===== src/rtl/ac1_bitplane_feed.sv =====
// ac1_bitplane_feed: bit-serial front end of the accumulator datapath.
// Each accepted beat carries one activation bit-plane and one weight bit-plane
// over M lanes, LSB-first, Pa beats per word. The block computes
// popcount(act & wgt) and drives the downstream shift register with the data
// and its write-and-shift / clear controls.
//
// Ports:
//   clk, rst_n          clock and synchronous active-low reset
//   in_valid, in_ready  beat handshake (in_ready = rst_n & !abort)
//   act_bits, wgt_bits  M-lane activation / weight bit-planes
//   abort               drop the partial word and clear downstream
//   pc_out              popcount to the shift-register data input
//   w_and_s, cl_en      shift-register write-and-shift and clear strobes
//   bit_idx             index of the next beat to be accepted
//   word_done           pulse: downstream register holds the finished word
//
// Configuration macro: AC1_POPCNT_PIPE_EN splits the popcount into two register
// stages (half sums, then add); every output latency grows by one cycle.
module ac1_bitplane_feed #(
   parameter int unsigned M  = 16,
   parameter int unsigned Pa = 8
) (
   input  logic                    clk,
   input  logic                    rst_n,
   input  logic                    in_valid,
   output logic                    in_ready,
   input  logic [M-1:0]            act_bits,
   input  logic [M-1:0]            wgt_bits,
   input  logic                    abort,
   output logic [$clog2(M):0]      pc_out,
   output logic                    w_and_s,
   output logic                    cl_en,
   output logic [$clog2(Pa)-1:0]   bit_idx,
   output logic                    word_done
);

   localparam int unsigned PW = $clog2(M) + 1;
   localparam int unsigned IW = $clog2(Pa);
   localparam int unsigned H  = M / 2;

   logic          accept;
   logic [M-1:0]  prod;
   logic [PW-1:0] sum_lo;
   logic [PW-1:0] sum_hi;
   logic          is_first;
   logic          is_last;

   logic [IW-1:0] bit_idx_q, bit_idx_d;
   logic [PW-1:0] pc_q, pc_d;
   logic          ws_q, ws_d;
   logic          cl_q, cl_d;
   logic          last_q, last_d;
   logic          done_q, done_d;

   assign in_ready = rst_n & ~abort;
   assign accept   = in_valid & in_ready;
   assign prod     = act_bits & wgt_bits;
   assign is_first = (bit_idx_q == '0);
   assign is_last  = (bit_idx_q == IW'(Pa - 1));

   // Two half sums; each is PW bits wide so the full count M never wraps.
   always_comb begin
      sum_lo = '0;
      sum_hi = '0;
      for (int unsigned i = 0; i < M; i++) begin
         if (i < H) sum_lo = sum_lo + PW'(prod[i]);
         else       sum_hi = sum_hi + PW'(prod[i]);
      end
   end

   always_comb begin
      bit_idx_d = bit_idx_q;
      if (abort)       bit_idx_d = '0;
      else if (accept) bit_idx_d = is_last ? '0 : bit_idx_q + IW'(1);
   end

`ifdef AC1_POPCNT_PIPE_EN
   // Stage A: half sums plus the control flags of the beat they belong to.
   logic [PW-1:0] a_lo_q, a_lo_d;
   logic [PW-1:0] a_hi_q, a_hi_d;
   logic          a_vld_q, a_vld_d;
   logic          a_first_q, a_first_d;
   logic          a_last_q, a_last_d;
   logic          a_clr_q, a_clr_d;

   always_comb begin
      a_lo_d    = accept ? sum_lo : a_lo_q;
      a_hi_d    = accept ? sum_hi : a_hi_q;
      a_vld_d   = accept;
      a_first_d = accept & is_first;
      a_last_d  = accept & is_last;
      a_clr_d   = abort;
   end

   always_ff @(posedge clk) begin
      if (!rst_n) begin
         a_lo_q    <= '0;
         a_hi_q    <= '0;
         a_vld_q   <= 1'b0;
         a_first_q <= 1'b0;
         a_last_q  <= 1'b0;
         a_clr_q   <= 1'b0;
      end else begin
         a_lo_q    <= a_lo_d;
         a_hi_q    <= a_hi_d;
         a_vld_q   <= a_vld_d;
         a_first_q <= a_first_d;
         a_last_q  <= a_last_d;
         a_clr_q   <= a_clr_d;
      end
   end

   // Output stage: an abort in flight squashes the beat in stage A so the
   // clear strobe arrives alone, one cycle later.
   always_comb begin
      ws_d   = a_vld_q & ~abort;
      cl_d   = (a_vld_q & a_first_q & ~abort) | a_clr_q;
      last_d = a_last_q & ~abort;
      pc_d   = (a_vld_q & ~abort) ? a_lo_q + a_hi_q : pc_q;
   end
`else
   always_comb begin
      ws_d   = accept;
      cl_d   = (accept & is_first) | abort;
      last_d = accept & is_last;
      pc_d   = accept ? sum_lo + sum_hi : pc_q;
   end
`endif

   // The last strobe lands in the shift register at the end of its cycle, so
   // the word is complete one cycle later unless an abort intervenes.
   assign done_d = last_q & ~abort;

   always_ff @(posedge clk) begin
      if (!rst_n) begin
         bit_idx_q <= '0;
         pc_q      <= '0;
         ws_q      <= 1'b0;
         cl_q      <= 1'b0;
         last_q    <= 1'b0;
         done_q    <= 1'b0;
      end else begin
         bit_idx_q <= bit_idx_d;
         pc_q      <= pc_d;
         ws_q      <= ws_d;
         cl_q      <= cl_d;
         last_q    <= last_d;
         done_q    <= done_d;
      end
   end

   assign pc_out    = pc_q;
   assign w_and_s   = ws_q;
   assign cl_en     = cl_q;
   assign bit_idx   = bit_idx_q;
   assign word_done = done_q;

endmodule


===== config.mk =====
export PLATFORM = sky130hd
export DESIGN_NAME = ac1_bitplane_feed
export DESIGN_NICKNAME = d
export VERILOG_FILES = /design/src/rtl/ac1_bitplane_feed.sv
export SDC_FILE = /design/constraint.sdc
export NUM_CORES = 1
export LEC_CHECK = 0
export CORE_MARGIN = 3
export CORE_UTILIZATION = 35
export CTS_CLUSTER_DIAMETER = 40
export DETAILED_ROUTE_END_ITERATION = 12
export GPL_TIMING_DRIVEN = 0
export PLACE_DENSITY = 0.8
export SETUP_SLACK_MARGIN = 0.15
export SKIP_LAST_GASP = 1
export SLEW_MARGIN = 20
export SYNTH_ARGS = -nofsm -noshare
export SYNTH_HDL_FRONTEND = slang
export SYNTH_SLANG_ARGS = --single-unit

===== constraint.sdc =====
create_clock -name clk -period 3.41 [get_ports clk]
set_input_delay 0.341 -clock clk [delete_from_list [all_inputs] [get_ports clk]]
set_output_delay 0.341 -clock clk [all_outputs]
set_load 0.02 [all_outputs]

======== After elaboration in Yosys (flattened, before gate mapping) ========
Index checks and enable logic that the tools add are counted.
operators by class
  bitwise gates (word level) .............. 9
  multiplexer cells ....................... 1
  reduce and logical (&&, ||, !) cells .... 2
  $add $sub $neg .......................... 16
  equal/unequal tests ..................... 1
operators with widths
  kind                   number
  $add A5 B1 Y5          6
  $and A16 B16 Y16       1
  $add A4 B1 Y5          2
  $add A3 B1 Y4          2
  $add A2 B1 Y3          2
  $add A5 B5 Y5          1
  $and A1 B1 Y1          5
  $add A1 B1 Y2          2
  $add A3 B1 Y3 const B  1
  $eq A3 B3 Y1 const B   1
  $logic_not A3 Y1       1
  $mux W3                1
  $not A1 Y1             2
  $reduce_or A2 Y1       1
  $or A1 B1 Y1           1
word-level totals
  bits in registers ....................... 12
  word-level logic and storage cells ...... 35
  output and inout bits ................... 12

======== Longest topological paths before layout ========
  depth in word-level cells ............... 9
  depth in mapped cells ................... 13
  mapped depth without buffers ............ 13

======== Worst setup path before layout ========
No wires, ideal clock.
  kind .................................... in2reg
  start ................................... input act_bits[0]
  end ..................................... register pc_q[4] (netlist: pc_out[4])
  stages .................................. 12
  required time ........................... 3.294 ns
  buffers on the path ..................... 0
  path slack .............................. -0.288 ns
  setup time .............................. 0.116 ns
  data arrival time ....................... 3.582 ns
  cell sequence ........................... and2_1 -> fa_1 -> inv_1 -> fa_1 -> fa_1 -> fa_1 -> inv_1 -> ha_1 -> fa_1 -> a21o_2 -> nand3_1 -> a21oi_1
between the ends
  word-level cells in the longest chain between the ends .. 9
RTL lines
  element                      line  RTL
  start, declared              27    input logic [M-1:0] act_bits,
  $and A16 B16 Y16             57    assign prod = act_bits & wgt_bits;
  $add A1 B1 Y2                66    if (i < H) sum_lo = sum_lo + PW'(prod[i]);
  $add A2 B1 Y3                66
  $add A3 B1 Y4                66
  $add A4 B1 Y5                66
  $add A5 B1 Y5 (3 in series)  66
  $add A5 B5 Y5                126   pc_d = accept ? sum_lo + sum_hi : pc_q;
  end signal, assigned         144   pc_q <= pc_d;
  end, declared                49    logic [PW-1:0] pc_q, pc_d;
No other way between the ends.
A chain may end at the register's enable or synchronous reset.

======== Worst setup path in the final report ========
  start ................................... input wgt_bits[3]
  end ..................................... register pc_q[4] (netlist: pc_out[4])
between the ends
  word-level cells in the longest chain between the ends .. 7
RTL lines
  element                      line  RTL
  start, declared              28    input logic [M-1:0] wgt_bits,
  $and A16 B16 Y16             57
  $add A3 B1 Y4                66
  $add A4 B1 Y5                66
  $add A5 B1 Y5 (3 in series)  66
  $add A5 B5 Y5                126
No other way between the ends.

==> summary.md <==
| Metric | Value |
|---|---|
| Worst-path clk slew | 0.07 ns |
| Buf/Inv on CP | 3 |
| Cells after Synth | 97 |
| CP Class | in2reg |
| Power density over the cells | 354.6 mW/mm² |
| Worst hold path depth | 2 |
| Row cnt | 17 |
| LEAKAGE | 0.6600 nW |
| Setup Viol. Count Final | 0 |
| Arr. time, crit path | 3.53 ns |
| Wire length per cell | 11.41 µm |
| Clock sinks | 12 |
| Worst r2r path cells | 4 |
| Slowest-stage cell, CP | fa_1 |
| Final Hold Viols | 0 |
| WP data required | 3.57 ns |
| Inserted Clock Buffers | 3 |
| RSZ-0062 raised after global routing | true |
| Mean Syn Cell Area | 9.223 µm² |
| Gr ovfl total | 0 |
| DRT Pass-1 Iters | 4 |
| Slew @ Worst Pin | 0.2493 ns |
| Commonest non-fill, non-tap cell in the layout | clkdlybuf4s50_1 |
| I/O Pins | 48 |
| Hold_sp | in_valid |
| Setup Skew | 0.0005307 ns |
| Largest net degree at the start of global routing | 9 |
| Worst VDD drop | 223.5 µV |
| CP Max Fanout | 2 |
| IO buf count | 46 |
| Slew headroom | 83.12% |
| Slew Limit Fails | 0 |
| Clk buf depth | 2 |
| Max-cap violations | 0 |
| Initial DRC Count | 8 |
| Status | finished, final reports clean |
| Starting Density | 38.59% |
| Final worst-path cycle share | 98.62% |
| Startpoint Class | primary input |
| Core Area | 0.002318 mm² |
| Worst flop-to-flop path startpoint | bit_idx[0] |
| Detailed Route WL | 1.996 mm |
| TritonCTS clock tree | done |
| GRT Total Usage | 13.41% |
| Sum of negative setup slack | 0 ns |
| Synth Register Bits | 12 |
| Warnings, synthesis | 0 |
| Crit-path leading delay family | adder cells |
| Number of diodes | 0 |
| Fmax | 0.2974 GHz |
| Cts hold-fix bufs | 0 |
| Hold Crit Endpoint | w_and_s |
| CP most frequent cell | fa_1 |
| Cell variety after synth | 22 |
| Vias in the first global route | 816 |
| Most frequent cells in the layout | 28 x clkdlybuf4s50_1, 14 x nand2_1, 12 x inv_1, 12 x dfxtp_1, 10 x buf_2 |
| Post-synthesis sequential area ratio | 26.85% |
| Full die area | 0.003198 mm² |
| Final ANT Viol Nets | 0 |
| Final #Nets | 203 |
| Reg-to-reg slack, setup | 2.31 ns |
| Reg-to-Reg End | bit_idx[2] |
| Synth-to-Final Area Change | 57.06% |
| Net Count, Synth | 151 |
| CTS root buf | clkbuf_4 |
| Worst-path cell chain | buf_6 > and2_4 > fa_1 > inv_2 > fa_1 > fa_1 > fa_1 > inv_2 > ha_4 > fa_2 > a21o_2 > nand3_2 > a21oi_2 |
| Share of cells above drive strength 1 | 21.77% |
| First-pass GRT wire length | 3.318 mm |
| Final worst path period need | 3.363 ns |
| Vias post-DR | 816 |
| Die H | 56.56 µm |
| Die width | 56.56 µm |
| GPL Wtd Cong | 0.7021 |
| Slowest cell delay on critical path | 0.54 ns |
| Initial antenna violation count | 0 |
| DRC viols | 0 |
| Clock Latency Late Sink | 0.27 ns |
| Fill count | 225 |
| Endpoint type of the worst setup path | flop |
| Synth Cell Area | 894.6 µm² |
| H-Tree Depth | 1 |
| Fin util | 60.60% |
| Hpwl dp | 1.743 mm |
| Worst min path class | in2reg |
| Post-DR vias/cell | 4.663 |
through the flow:
step           setup slack (ns)  power [mW]  instance area [µm²]  cells  hold WS [ns]
2_1_floorplan          -0.03014      0.3228                907.1     97        0.4057
3_3_place_gp            -0.5129      0.4038                 1403    171        0.4121
3_5_place_dp            -0.5467      0.4116                 1403    171        0.4280
4_1_cts                0.008666      0.4988                 1395    175        0.3608
5_1_grt                -0.01135      0.5502                 1405    175        0.3745
6_report                0.04699      0.4983                 1405    175        0.3647
state kept, by name (all words and copies together) (netlist names):
| name | count |
|---|---|
| bit_idx | 3 |
| cl_en | 1 |
| last_q | 1 |
| pc_out | 5 |
| w_and_s | 1 |
| word_done | 1 |
cell usage after synthesis:
| cell type | number | share of area (%) |
|---|---|---|
| dfxtp_1 | 12 | 27 |
| a2111o_1 | 1 | 1.3 |
| a21oi_2 | 1 | 0.98 |
| inv_1 | 14 | 5.9 |
| o311ai_1 | 1 | 0.98 |
| fa_1 | 10 | 22 |
| a21o_2 | 1 | 0.98 |
| nand2b_1 | 2 | 1.4 |
| mux2i_1 | 3 | 3.4 |
| buf_4 | 1 | 0.84 |
| inv_2 | 1 | 0.42 |
| and3_1 | 1 | 0.70 |
| nand2_1 | 14 | 5.9 |
| a21oi_1 | 3 | 1.7 |
| a31oi_1 | 1 | 0.70 |
| a211oi_1 | 1 | 0.84 |
| nor2_1 | 6 | 2.5 |
| xnor2_1 | 1 | 0.98 |
| ha_1 | 8 | 11 |
| and2b_1 | 1 | 0.84 |
| nand3_1 | 3 | 1.7 |
| and2_1 | 11 | 7.7 |
what timing repair did:
item                       CTS  global route
setup buffers                1             0
gates resized for setup     51             3
hold endpoints to repair     0             0
setup endpoints to repair    4             4
pin swaps                   19             7
worst max-delay path by stage:
stage                 start  cells past startpoint         to
5_1_grt         act_bits[3]                     12  pc_out[3]
4_1_cts         wgt_bits[3]                     13  pc_out[4]
3_3_place_gp    act_bits[0]                     13  pc_out[4]
3_5_place_dp    act_bits[0]                     13  pc_out[4]
6_report        wgt_bits[3]                     13  pc_out[4]
2_1_floorplan  act_bits[15]                     12  pc_out[4]
kinds of logic (layout without fill, tap and decap cells):
| group | after synthesis | count (layout) | share of synthesized area (%) |
|---|---|---|---|
| compound gates | 9 | 9 | 7.413 |
| xor+xnor | 1 | 1 | 0.9792 |
| fa+ha+maj | 18 | 18 | 33.57 |
| buf+inv | 16 | 66 | 7.133 |
| flops | 12 | 12 | 26.85 |
| mux | 3 | 3 | 3.357 |
| simple gates | 38 | 38 | 20.70 |
worst reg2reg max path, stage by stage, from the launching register on:
cell,delay [ns]
dfxtp_1,0.34
ha_1,0.21
ha_1,0.26
mux2i_1,0.13
nor2_1,0.05
layer usage:
| metal | share of wire [%] | up-vias | routed length (µm) | track usage [%] |
|---|---|---|---|---|
| met4 | 2.7 | 0 | 53 | 7.797 |
| li1 | - | 407 | - | - |
| met2 | 54 | 34 | 1086 | 23.43 |
| met5 | 0 | - | 0 | 0 |
| met1 | 36 | 369 | 714 | 14.06 |
| met3 | 7.1 | 6 | 142 | 3.908 |
area by class of cell:
type / count / area [µm²] / share of cell area [%]
multi-input cells: 69 / 629.4 / 44.79
repair buffers: 47 / 414.1 / 29.47
flip-flops and latches: 12 / 240.2 / 17.10
inverters: 15 / 56.30 / 4.007
well taps: 28 / 35.03 / 2.493
clock buffers: 3 / 22.52 / 1.603
plain buffers: 1 / 7.507 / 0.5343
power breakdown:
part | switching [mW] | total [mW] | internal (mW)
Sequential | 0.00493 | 0.155 | 0.150
Combinational | 0.126 | 0.260 | 0.134
Clock | 0.0424 | 0.0833 | 0.0409
Note: power is estimated with default switching activity, not from simulation.
==> RTL edit 1, RTL diff (config.mk and constraints unchanged) <==
Set the parameter `M` to 8 (it was 16).
--- a/src/rtl/ac1_bitplane_feed.sv
+++ b/src/rtl/ac1_bitplane_feed.sv
@@ -17,7 +17,7 @@
 // Configuration macro: AC1_POPCNT_PIPE_EN splits the popcount into two register
 // stages (half sums, then add); every output latency grows by one cycle.
 module ac1_bitplane_feed #(
-   parameter int unsigned M  = 16,
+   parameter int unsigned M  = 8,
    parameter int unsigned Pa = 8
 ) (
    input  logic                    clk,
Ports: changed (resized act_bits, pc_out and wgt_bits); port bits go from 48 to 31. No check against the original RTL was run, so the function may have changed too.
==> RTL edit 1 against the unedited design <==
Utilization is 0.96 points higher; setup slack better by 0.22 ns; area after synthesis is 28% lower; power is 36% lower; clock power is 6.1% higher; sequential cell count is 1 lower; global-route usage is 1.5 points lower; clock skew is 0.0020 ns higher; routed wire length is 41% lower; maximum frequency is 7.1% higher; cell area is 29% lower; synthesized cell count is 31% lower; critical path type unchanged; critical endpoint is now pc_out[2]; largest cell class unchanged.
==> RTL edit 1: results (changes against the unedited design) <==
stage,metric,value,unit,change
place,pre_cts_slack,-0.0441,ns,+0.503 ns
place,gp_congestion,0.698,,-0.53%
routing,first_iter_violations,5,,-3
yosys,yosys_warnings,0,,unchanged
yosys,ys_top_cells_by_area,"dfxtp_1, fa_1, ha_1",,
min_path,worstHoldStart,rst_n,,
routing,met2_length,608,um,-44%
routing,routed_wl,1.18,mm,-41%
power,pwr-share-seq,42.7,%,+12 points
yosys,synth.net_count,97,,-36%
cts,insertion_delay,0.27,ns,about the same
power,pg_clk,88.4,uW,+6.1%
yosys,postSynthCellCount,67,,-31%
grt,track_usage,11.9,%,-1.5 points
worst_setup_path,slowest_delay,0.53,ns,
grt,grt_max_degree,10,,+1
grt,grt_first_pass_wirelength,2.16,mm,-35%
worst_setup_path,cpLargestDelayFamily,adder cells,,
cells_and_area,drive_gt1_share,9.00,%,-13 points
grt,met2_usage,19.7,%,-3.7 points
routing,via_count,521,,-36%
place,dp_cells,120,,-30%
yosys,synth_common_cells,"dfxtp_1, inv_1, nand2_1",,
cts,cts_setup_buffers,0,,-1
grt,met1_usage,13.3,%,-0.78 points
grt,gr-usage-met3,4.59,%,+0.68 points
yosys,ys_seq_area_share,34.4,%,+7.5 points
run_status,status,"finished, final reports clean",,
yosys,yosysUniqueCellTypes,23,,+4.5%
routing,wl_per_cell,9.55,um,-16%
worst_setup_path,crit_start,act_bits[0],,
place,hpwl,1.07,mm,-39%
place,io_buffers,29,,-37%
routing,first_pass_iters,3,,-1
power,switching_share,27.2,%,-7.6 points
cells_and_area,nets,131,,-35%
worst_setup_path,arrival,3.31,ns,-0.22 ns
grt,grt_pass1_vias,506,,-38%
sta,max_slew_margin,84.9,%,+1.7 points
power,vdd_drop_max,231,uV,+3.3%
routing,wl_met1,504,um,-29%
power,power_leakage,0.000437,uW,-34%
sta,fin_skew,0.00250,ns,+0.00197 ns
cts,cts_root_buf,clkbuf_4,,
cells_and_area,largest_register_ffs,4,,-1
routing,wl_met3,57,um,-60%
[RTL edit 1: cell count changes in the layout (fill, tap and decap cells not counted), sizes merged, moves of 5 or more]
cell / unedited run / this run
and2: 11 / 5
dlygate4sd2: 5 / 0
fa: 10 / 4
buf: 14 / 1
inv: 15 / 9
nand2: 14 / 9
[RTL edit 1: cell type report]
cell class | instances | area (um^2)
fillers | 160 | 619
clock buffers | 4 | 26.3
repair buffers | 29 | 290
plain buffers | 2 | 16.3
flip-flops and latches | 11 | 220
well taps | 24 | 30.0
multi-input cells | 45 | 375
inverters | 9 | 33.8
[RTL edit 1: repair_timing]
item,CTS,global route
hold buffers,0,0
hold endpoints to repair,0,0
setup endpoints to repair,0,1
resized for setup,0,2
[RTL edit 1: kinds of logic (layout without fill, tap and decap cells)]
| logic type | count (synthesis) | in the layout | synth area share [%] |
|---|---|---|---|
| mux | 3 | 3 | 4.69 |
| xor+xnor | 1 | 1 | 1.37 |
| simple gates | 25 | 25 | 19.9 |
| fa+ha+maj | 10 | 10 | 24.2 |
| compound gates | 6 | 6 | 7.62 |
| flops | 11 | 11 | 34.4 |
| buf+inv | 11 | 44 | 7.81 |
[RTL edit 1: final timing paths]
path,slack (ns),endpoint
setup / recovery,0.27,pc_out[2]
hold / removal,0.40,cl_en
setup reg to reg,2.28,bit_idx[1]
hold reg to reg,0.43,word_done
[RTL edit 1: metrics by stage]
step                area (um^2)  hold slack (ns)  TNS, ns  utilization [%]  power [uW]
global route                992            0.412        0             61.6         348
CTS                         987            0.390        0             61.3         324
finish                      992            0.396        0             61.6         319
global placement            961            0.416  -0.0423             59.6         233
floorplan                   641            0.406        0                -         192
detailed placement          961            0.417  -0.0783             59.6         234
==> RTL edit 2, RTL diff (same settings) <==
Without the edit above. `pc_q` no longer has a reset.
--- a/src/rtl/ac1_bitplane_feed.sv
+++ b/src/rtl/ac1_bitplane_feed.sv
@@ -134,19 +134,21 @@
    always_ff @(posedge clk) begin
       if (!rst_n) begin
          bit_idx_q <= '0;
-         pc_q      <= '0;
          ws_q      <= 1'b0;
          cl_q      <= 1'b0;
          last_q    <= 1'b0;
          done_q    <= 1'b0;
       end else begin
          bit_idx_q <= bit_idx_d;
-         pc_q      <= pc_d;
          ws_q      <= ws_d;
          cl_q      <= cl_d;
          last_q    <= last_d;
          done_q    <= done_d;
       end
+   end
+
+   always_ff @(posedge clk) begin
+      pc_q <= pc_d;
    end
 
    assign pc_out    = pc_q;
Formal check against the unedited RTL: differs if rst_n is asserted again (counterexample within 4 cycles, from zero or initial values and one cycle with rst_n low); with rst_n held inactive, the same outputs for 10 cycles.
==> RTL edit 2 against the unedited design <==
Cell area decreased by 0.71%; final cell count decreased by 9.1%; routed wire length decreased by 13%; register-to-register slack about the same; area after synthesis decreased by 2.7%; setup slack got worse by 0.0048 ns; clock power increased by 11%; synthesized cell count decreased by 16%; sequential cell count unchanged; critical path type unchanged; power increased by 5.3%; global-route usage decreased by 1.4 points.
==> RTL edit 2: results (changes against the unedited design) <==
stage,metric,value,unit,change
routing,first_pass_iters,3,,-1
cts,cts_buffer_depth,2,,unchanged
run_status,status,"finished, final reports clean",,
cells_and_area,n_antenna_cell,0,,unchanged
worst_setup_path,slowest_delay,0.56,ns,+0.02 ns
yosys,yosys_warnings,0,,unchanged
place,dpl-instance-area,1380,um^2,-1.4%
grt,grt_max_degree,8,,-1
yosys,synth-async-reset-ratio,0,%,unchanged
routing,via_count,708,,-13%
yosys,synth.net_count,135,,-11%
cts,cts_buffers,3,,unchanged
cells_and_area,drive_gt1_share,22.1,%,+0.37 points
grt,grt_first_pass_wirelength,2.93,mm,-12%
yosys,synth_edf_count,5,,+5
yosys,yosysUniqueCellTypes,19,,-14%
power,vdd_drop_max,226,uV,+1.1%
place,io_buffers,46,,unchanged
cts,insertion_delay,0.28,ns,
worst_setup_path,crit_start,act_bits[0],,
min_path,worstHoldStart,in_valid,,
worst_setup_path,slowest_stage,fa_1,,
place,hpwl,1.60,mm,-8.4%
yosys,yosys_most_used_dff,dfxtp_1,,
yosys,ys_top_cells_by_area,"fa_1, edfxtp_1, dfxtp_1",,
yosys,synth_common_cells,"inv_1, and2_1, fa_1",,
worst_setup_path,cpLargestDelayFamily,adder cells,,
cells_and_area,largest_register_ffs,5,,unchanged
min_path,hold_class,in -> reg,,
cts,cts.htree.levels,1,,unchanged
cells_and_area,fillers,199,,-12%
power,power_leakage,0.000647,uW,-1.9%
sta,final_hold_viol_count,0,,unchanged
yosys,ys_seq_area_share,33.3,%,+6.5 points
routing,first_iter_violations,3,,-5
worst_setup_path,r2r_slack,2.31,ns,about the same
worst_setup_path,rr_startpoint,bit_idx[0],,
place,gp_congestion,0.660,,-6.0%
worst_setup_path,arrival,3.41,ns,-0.12 ns
cts,cts_root_buf,clkbuf_4,,
place,pre_cts_slack,-0.576,ns,-0.0290 ns
cts,clk_pin_slew_worst_paths,0.07,ns,about the same
grt,track_usage,12.1,%,-1.4 points
sta,worst_pin_slew,0.214,ns,-0.0351 ns
sta,finalCritPeriodShare,98.8,%,+0.14 points
grt,grt_antenna_before_repair,0,,unchanged
cts,cts_setup_buffers,0,,-1
routing,routed_wl,1.74,mm,-13%
worst_setup_path,path_max_fanout,2,,unchanged
cells_and_area,nets,186,,-8.4%
sta,fin_skew,0.00234,ns,+0.00181 ns
RTL edit 2: cell count changes after synthesis, sizes merged, moves of 2 or more:
cell / delta
a21oi: -2
inv: -2
edfxtp: +5
nand3: -3
nand2: -6
dfxtp: -5
RTL edit 2: power breakdown:
part           leakage, uW  switching [uW]  internal, uW  total [uW]
logic             0.000533             124           133         257
registers        0.0000996            2.98           172         175
clock network    0.0000154            49.7          42.5        92.2
RTL edit 2: repair_timing:
item | CTS | global route
gates resized for setup | 51 | 3
hold buffers | 0 | 0
setup endpoints to repair | 4 | 4
pin swaps | 18 | 11
RTL edit 2: final timing paths:
path,endpoint,cells past startpoint
worst min-delay path,w_and_s,2
worst max-delay path,pc_out[4],12
worst max register to register,bit_idx[2],4
worst min register to register,word_done,1
RTL edit 2: final cells by class:
type | instances | area share [%]
multi-input cells | 55 | 40.4
repair buffers | 46 | 30.6
flip-flops and latches | 12 | 20.8
inverters | 13 | 3.50
well taps | 28 | 2.51
clock buffers | 3 | 1.61
plain buffers | 1 | 0.359
clock inverters | 1 | 0.269
RTL edit 2: kinds of logic (layout without fill, tap and decap cells):
kind of cell	after synthesis	in the layout	share of synthesized area (%)
adder cells (fa/ha/maj)	18	18	34.5
XOR/XNOR	2	2	2.01
multiplexers	3	3	3.45
AO/OA/AOI/OAI	4	4	3.30
AND/OR/NAND/NOR	28	28	17.2
buffers and inverters	14	64	6.18
flip-flops	12	12	33.3
RTL edit 2: per-stage QoR:
stage                     hold WS, ns  cells  util (%)  power, uW  TNS (ns)
final                           0.401    159      61.3        525         0
after detailed placement        0.418    155      60.7        435     -2.17
after CTS                       0.394    159      61.5        538   -0.0235
after global placement          0.407    155      60.7        415     -1.87
after global routing            0.396    159      61.3        574   -0.0803
after floorplan                 0.406     81         -        340   -0.0422
RTL edit 2: metal layers:
metal  vias to the layer above  track usage, %  wire length [um]
met2                        31            22.1               961
met5                         -               0                 0
met4                         0            9.15                72
met3                         7            2.09               123
li1                        349               -                 -
met1                       321            11.8               580
